$ cat config.mk
export PLATFORM = sky130hd
export DESIGN_NAME = mem_access_ctrl
export DESIGN_NICKNAME = d
export VERILOG_FILES = /design/src/rtl/mem_access_ctrl.sv
export SDC_FILE = /design/constraint.sdc
export NUM_CORES = 1
export LEC_CHECK = 0
export BUFFER_PORTS_ARGS = -buffer_cell sky130_fd_sc_hd__buf_4
export CORE_ASPECT_RATIO = 0.7
export CORE_UTILIZATION = 35
export DETAILED_ROUTE_END_ITERATION = 6
export GPL_TIMING_DRIVEN = 1
export PLACE_DENSITY = 0.7
export SKIP_LAST_GASP = 1
export SLEW_MARGIN = 20
export SYNTH_ARGS = -nofsm -noshare
export SYNTH_HDL_FRONTEND = slang
export SYNTH_SLANG_ARGS = --single-unit
$ cat constraint.sdc
create_clock -name clk -period 2.4 [get_ports clk]
set_clock_uncertainty 0.2 [all_clocks]
set_input_delay 0.36 -clock clk [delete_from_list [all_inputs] [get_ports clk]]
set_output_delay 0.36 -clock clk [all_outputs]
set_load 0.02 [all_outputs]
$ cat src/rtl/mem_access_ctrl.sv
// MEM-stage load/store controller: issues a req/ack transaction to a variable-latency data memory,
// freezes the pipeline until completion, and raises a sticky error if the memory never answers.
module mem_access_ctrl #(
  parameter int WORD_WIDTH     = 32,
  parameter int REG_FILE_DEPTH = 4,
  parameter int ADDR_WIDTH     = 16,
  parameter int ADDR_BASE      = 1024,
  parameter int TIMEOUT        = 255
) (
  input  logic                      clk,
  input  logic                      rst_n,
  input  logic                      mem_r_en_in,
  input  logic                      mem_w_en_in,
  input  logic                      wb_en_in,
  input  logic [REG_FILE_DEPTH-1:0] dest_in,
  input  logic [WORD_WIDTH-1:0]     alu_res_in,
  input  logic [WORD_WIDTH-1:0]     val_rm_in,
  output logic                      mem_req,
  output logic                      mem_we,
  output logic [ADDR_WIDTH-1:0]     mem_addr,
  output logic [WORD_WIDTH-1:0]     mem_wdata,
  input  logic [WORD_WIDTH-1:0]     mem_rdata,
  input  logic                      mem_ack,
  output logic                      freeze,
  output logic                      wb_en_out,
  output logic                      mem_r_en_out,
  output logic [REG_FILE_DEPTH-1:0] dest_out,
  output logic [WORD_WIDTH-1:0]     alu_res_out,
  output logic [WORD_WIDTH-1:0]     mem_data_out,
  output logic                      mem_err
);

  // state | meaning
  // IDLE  | no transaction; a new access launches the request and freezes
  // WAIT  | request outstanding, waiting for ack or timeout
  // DONE  | transaction finished; pipeline released for one edge
  typedef enum logic [1:0] {ST_IDLE, ST_WAIT, ST_DONE} state_t;

  localparam int CNT_W = $clog2(TIMEOUT + 1);

  state_t           state, state_nxt;
  logic [CNT_W-1:0] cnt;
  logic             access;
  logic             timeout_hit;
  logic             freeze_c;

  assign access      = mem_r_en_in | mem_w_en_in;
  assign timeout_hit = (cnt == CNT_W'(TIMEOUT - 1));

  always_ff @(posedge clk or negedge rst_n) begin
    if (!rst_n) state <= ST_IDLE;
    else        state <= state_nxt;
  end

  always_comb begin
    state_nxt = state;
    case (state)
      ST_IDLE: if (access) state_nxt = ST_WAIT;
      ST_WAIT: if (mem_ack || timeout_hit) state_nxt = ST_DONE;
      ST_DONE: state_nxt = ST_IDLE;
      default: state_nxt = ST_IDLE;
    endcase
  end

  always_comb begin
    freeze_c = 1'b0;
    case (state)
      ST_IDLE: freeze_c = access;
      ST_WAIT: freeze_c = 1'b1;
      default: freeze_c = 1'b0;
    endcase
  end

  // Held inputs stay asserted during reset, so gate freeze to release the pipeline at once.
  assign freeze       = freeze_c & rst_n;
  assign wb_en_out    = wb_en_in & ~freeze;
  assign mem_r_en_out = mem_r_en_in & ~freeze;
  assign dest_out     = dest_in;
  assign alu_res_out  = alu_res_in;

  always_ff @(posedge clk or negedge rst_n) begin
    if (!rst_n) begin
      mem_req      <= 1'b0;
      mem_we       <= 1'b0;
      mem_addr     <= '0;
      mem_wdata    <= '0;
      mem_data_out <= '0;
      mem_err      <= 1'b0;
      cnt          <= '0;
    end else begin
      case (state)
        ST_IDLE: begin
          if (access) begin
            mem_addr  <= ADDR_WIDTH'((alu_res_in - WORD_WIDTH'(ADDR_BASE)) >> 2);
            mem_wdata <= val_rm_in;
            mem_we    <= ~mem_r_en_in;
            mem_req   <= 1'b1;
            cnt       <= '0;
          end
        end
        ST_WAIT: begin
          if (mem_ack) begin
            if (!mem_we) mem_data_out <= mem_rdata;
            mem_req <= 1'b0;
            mem_we  <= 1'b0;
          end else if (timeout_hit) begin
            mem_req      <= 1'b0;
            mem_err      <= 1'b1;
            mem_data_out <= '0;
          end else begin
            cnt <= cnt + 1'b1;
          end
        end
        default: ;
      endcase
    end
  end

endmodule

=== After elaboration in Yosys (flattened, before gate mapping) ===
Cells that the tools add are included.

* Equal/unequal tests: 9
* Reduce and logical (&&, ||, !) cells: 11
* $add $sub $neg: 2
* Bitwise operators: 7
* Mux-type cells: 18

{| class="wikitable"
|+ Operator list
! operator !! count
|-
| two-way mux 32 bit || 3
|-
| two-way mux 8 bit || 3
|-
| subtractor 18 x 11 -> 18 bit (second input constant) || 1
|-
| one-hot mux 8 bit (2 select lines) || 1
|-
| != test 2 bit (second input constant) || 6
|-
| AND reduction 3 bit || 4
|-
| adder 8 x 1 -> 8 bit (second input constant) || 1
|-
| == test 8 bit (second input constant) || 1
|-
| one-hot mux 1 bit (2 select lines) || 3
|-
| two-way mux 1 bit || 5
|-
| two-way mux 2 bit || 2
|-
| one-hot mux 2 bit (2 select lines) || 1
|-
| AND reduction 2 bit || 2
|-
| AND reduction 4 bit || 1
|-
| nonzero test 2 bit || 2
|-
| bitwise AND 1 bit || 3
|-
| != test 3 bit (second input constant) || 1
|-
| NOT 1 bit || 3
|-
| == test 2 x 1 -> 1 bit (second input constant) || 1
|-
| zero test 2 bit || 1
|-
| logical OR 1 bit || 1
|-
| OR 1 bit || 1
|}

* Input port bits: 106
* Flip-flop bits (word level): 93
* Logic and storage cells: 55

=== Depth between registers and ports, before layout ===
* Depth after elaboration: 5
* Mapped depth: 7

=== Least setup slack after synthesis ===
Ideal clock, no wire load.

* Path type: flip-flop to flip-flop
* Start point: reg cnt[0]
* End point: reg mem_data_out[0]
* Clock period less this slack: 1.706 ns
* Stages on the path, launching flop included: 8
* Arrival time: 1.385 ns
* Library setup time: 0.121 ns
* Setup slack: 0.694 ns
* Cell sequence: dfrtp_1 > inv_1 > ha_1 > nand4_1 > o31ai_1 > nand2_1 > buf_2 > a22o_1

* Longest elaborated chain between the ends: 3

{| class="wikitable"
|+ Ends and longest elaborated chain
! what !! RTL line !! text
|-
| start: declaration || 42 || <nowiki>logic [CNT_W-1:0] cnt;</nowiki>
|-
| start signal: assignment || 111 || <nowiki>cnt <= cnt + 1'b1;</nowiki>
|-
| == test 8 bit || 48 || <nowiki>assign timeout_hit = (cnt == CNT_W'(TIMEOUT - 1));</nowiki>
|-
| nonzero test 2 bit (no line) || n/a ||
|-
| AND reduction 3 bit (no line) || n/a ||
|-
| end signal: assignment || 103 || <nowiki>if (!mem_we) mem_data_out <= mem_rdata;</nowiki>
|-
| end: declaration || 29 || <nowiki>output logic [WORD_WIDTH-1:0] mem_data_out,</nowiki>
|}

Every way passes these cells.
A chain may end at the register's enable or synchronous reset.

=== Worst setup path in the final report ===
* Start point: in rst_n
* End point: out wb_en_out

* Longest elaborated chain between the ends: 3

{| class="wikitable"
|+ Ends and longest elaborated chain
! what !! RTL line !! text
|-
| start: declaration || 11 || <nowiki>input logic rst_n,</nowiki>
|-
| bitwise AND 1 bit || 75 || <nowiki>assign freeze = freeze_c & rst_n;</nowiki>
|-
| NOT 1 bit || 76 || <nowiki>assign wb_en_out = wb_en_in & ~freeze;</nowiki>
|-
| bitwise AND 1 bit || 76 ||
|-
| end: declaration || 25 || <nowiki>output logic wb_en_out,</nowiki>
|}

Every way passes these cells.

==> results.toml <==
[logic_synthesis]
synth-compound-area-share_pct = 11.7
synth-edff-count = 0
synth_top_cell_by_area = "sky130_fd_sc_hd__dfrtp_1"
postSynthRegisterBits = 93
synth_ff_type = "sky130_fd_sc_hd__dfrtp_1"
post_synth_fa_ha_maj_area_fraction_pct = 0.946
post-synth-top-count-cell = "sky130_fd_sc_hd__nand2_1"
synthesis.area_mm2 = 0.00397
yosys.area_share.simple_pct = 18.0
mappedNetlistNets = 506
synthArstFlopShare_pct = 100
synth.mux.area_fraction_pct = 0
synth-seq-area-share_pct = 58.6
synth_top_cells_by_area = "sky130_fd_sc_hd__dfrtp_1 59%, sky130_fd_sc_hd__nand2_1 13%, sky130_fd_sc_hd__a22o_1 7.1%"
synth_top_family_by_area = "simple AND/OR/NAND/NOR gates"
syn_area_per_cell_um2 = 10.0
synth_cell_type_count = 34
synthXorXnorAreaFrac_pct = 1.32
synthesis.instances = 397
synthTopCellsByCount = "136 x sky130_fd_sc_hd__nand2_1, 93 x sky130_fd_sc_hd__dfrtp_1, 36 x sky130_fd_sc_hd__buf_4"
ys.warnings.count = 0
synth.top_cell.area_share_pct = 58.6

[clock_network]
post_cts_buffers = 0
insertion_delay_ns = 0.33
htree_num_levels = 3
clock_path_buffers = 2
cts_tree = "built"
cts-root-buf = "sky130_fd_sc_hd__clkbuf_16"
numCtsBuffers = 9
cts.clk_slew.worst_paths_ns = 0.06
cts_num_sinks = 93

[min_path]
hold_path.class = "input pin to flop"
timing.hold.worst.start = "val_rm_in[0]"

[cells_and_area]
layout_cell_share_with_drive_strength_beyond_1_pct = 38.6
area_growth_pct = 42.1
fill_cells = 1026
antenna_cells_inserted = 0
finish.net_count = 659
number_of_cells_in_the_finished_layout_apart_from_fillers = 708

[global_routing]
first_pass_grt_wire_length_um = 15600
grt_max_degree = 43
first_global_vias = 3173
grt_use_total_pct = 17.0
initial_antenna_violation_count = 0
overflow = 0

[setup_path]
cp_data_required_time_ns = 1.84
worst_ep_arrival_time_ns = 1.67
rrSetupSlack_ns = 0.47
cp-startpoint = "rst_n"
beginning_of_the_worst_register_to_register_path = "cnt[0]$_DFFE_PN0P_"
kind_of_launch_point_of_the_worst_setup_path = "input pin"
rr_endpoint = "cnt[6]$_DFFE_PN0P_"
path_max_fanout = 18
capturing_element_of_the_worst_setup_path = "wb_en_out"
endpoint_kind = "primary output"
reg2reg_depth = 6
crit_type = "input pin to primary output"

[drt]
remaining_drc_errors = 0
first_iter_violations = 117
vias_per_cell = 4.67
routed_wire_length_per_instance_um = 14.1
postRouteAntennaNets = 0
wl_um = 9960
1st_pass_router_iterations = 4
detailroute.via_count = 3304

[placement]
post-dp-hpwl_um = 7340
dp.cells = 690
gpl.final_weighted_congestion = 0.786
numPortBuffers = 187

[timing]
finalMaxSlewViolations = 0
rsz_0062_raised_after_global_routing = "false"
final.setup.tns_ns = 0
hold_viol_final = 0
max_freq_ghz = 0.448
normalized_max_slew_margin_pct = 53.2
setup-violations-final = 0
min_period_ns = 2.23
timing_worst_slew_pin_value_ns = 0.701
min_period_over_period_pct = 93.0

[power]
cellPowerDensity_mw_per_mm2 = 1370
power.static_leakage_uw = 0.00297
peak_ir_drop_on_the_vdd_network_mv = 0.615

[run_status]
status = "complete, no violations"

[floorplan]
design.die.area_mm2 = 0.0118
start_util_pct = 36.0
fp.dieW_um = 129
placeableCoreArea_mm2 = 0.0110
die_y_um = 91.1
row_count = 32
pin_count = 228

[flow_run]
drv.max_cap_violation_count = 0
-- what timing repair did --
item	4_1_cts	5_1_grt
setup endpoints to repair	0	1
endpoints found under the hold margin	15	1
gates resized for setup	0	1
hold buffers	1	1
-- metrics by stage --
stage               setup WS (ns)  total power, uW  hold slack (ns)  instance area [um2]  util (%)
CTS                        0.0704             7840          0.00244                 5620      51.0
floorplan                   0.694             4710           -0.136                 3970         -
global placement            0.340             6180           0.0348                 5280      48.0
detailed placement          0.206             6270           0.0378                 5280      48.0
global route               0.0488             8260          0.00605                 5640      51.2
finish                      0.168             7750           0.0184                 5640      51.2
-- worst min-delay path by stage --
stage / to / cells past startpoint
global placement: mem_data_out[1]$_DFFE_PN0P_ / 1
CTS: mem_wdata[27]$_DFFE_PN0P_ / 3
global route: mem_wdata[3]$_DFFE_PN0P_ / 3
detailed placement: mem_data_out[4]$_DFFE_PN0P_ / 1
floorplan: cnt[0]$_DFFE_PN0P_ / 0
finish: mem_wdata[0]$_DFFE_PN0P_ / 3
-- report_power, final --
part           total (uW)  internal [uW]  switching, uW  leakage (uW)
clock                1520            943            579      0.000152
sequential           2740           2290            456       0.00116
combinational        3490           1490           2000       0.00166
total                7750           4710           3040       0.00297
-- cell type report --
class | instances | area (um2) | share of cell area [%]
inverter | 7 | 26.3 | 0.466
timing repair buffer | 196 | 1480 | 26.2
multi-input combinational | 243 | 1290 | 22.8
clock inverter | 5 | 83.8 | 1.49
sequential | 93 | 2330 | 41.3
tap | 153 | 191 | 3.39
clock buffer | 11 | 243 | 4.30
-- registers in the layout, indices dropped and copies added (netlist names) --
register and count:
cnt 8, mem_addr 16, mem_data_out 32, mem_err 1, mem_req 1, mem_wdata 32
mem_we 1, state 2
-- logic make-up after synthesis --
family | Yosys count
flops | 93
simple gates | 171
xor+xnor | 6
compound gates | 63
fa+ha+maj | 3
buf+inv | 61
-- layer usage --
| layer | track usage (%) | part of all wire (%) |
|---|---|---|
| met1 | 21.3 | 42 |
| met2 | 26.0 | 45 |
| met3 | 8.49 | 12 |
| met4 | 4.51 | 1.0 |
| met5 | 0 | 0 |
-- worst max-delay path, cell delays in order --
cell and delay [ns]:
sky130_fd_sc_hd__dlygate4sd3_1 0.55, sky130_fd_sc_hd__buf_6 0.20, sky130_fd_sc_hd__nand2_1 0.10, sky130_fd_sc_hd__nor2_1 0.22, sky130_fd_sc_hd__nor2b_1 0.08, sky130_fd_sc_hd__buf_4 0.16
-- placed cells by master (no fill, tap or decap), drive strengths merged, types with 4 or more instances in the layout --
| cell | Yosys | final |
|---|---|---|
| a21oi | 4 | 4 |
| a22o | 32 | 32 |
| buf | 43 | 194 |
| clkbuf | 11 | 11 |
| dfrtp | 93 | 93 |
| inv | 7 | 7 |
| nand2 | 136 | 136 |
| nand2b | 4 | 4 |
| nand3 | 10 | 10 |
| nor2 | 8 | 8 |
| o21ai | 17 | 17 |
No activity file was read; power rests on OpenSTA's default activity.
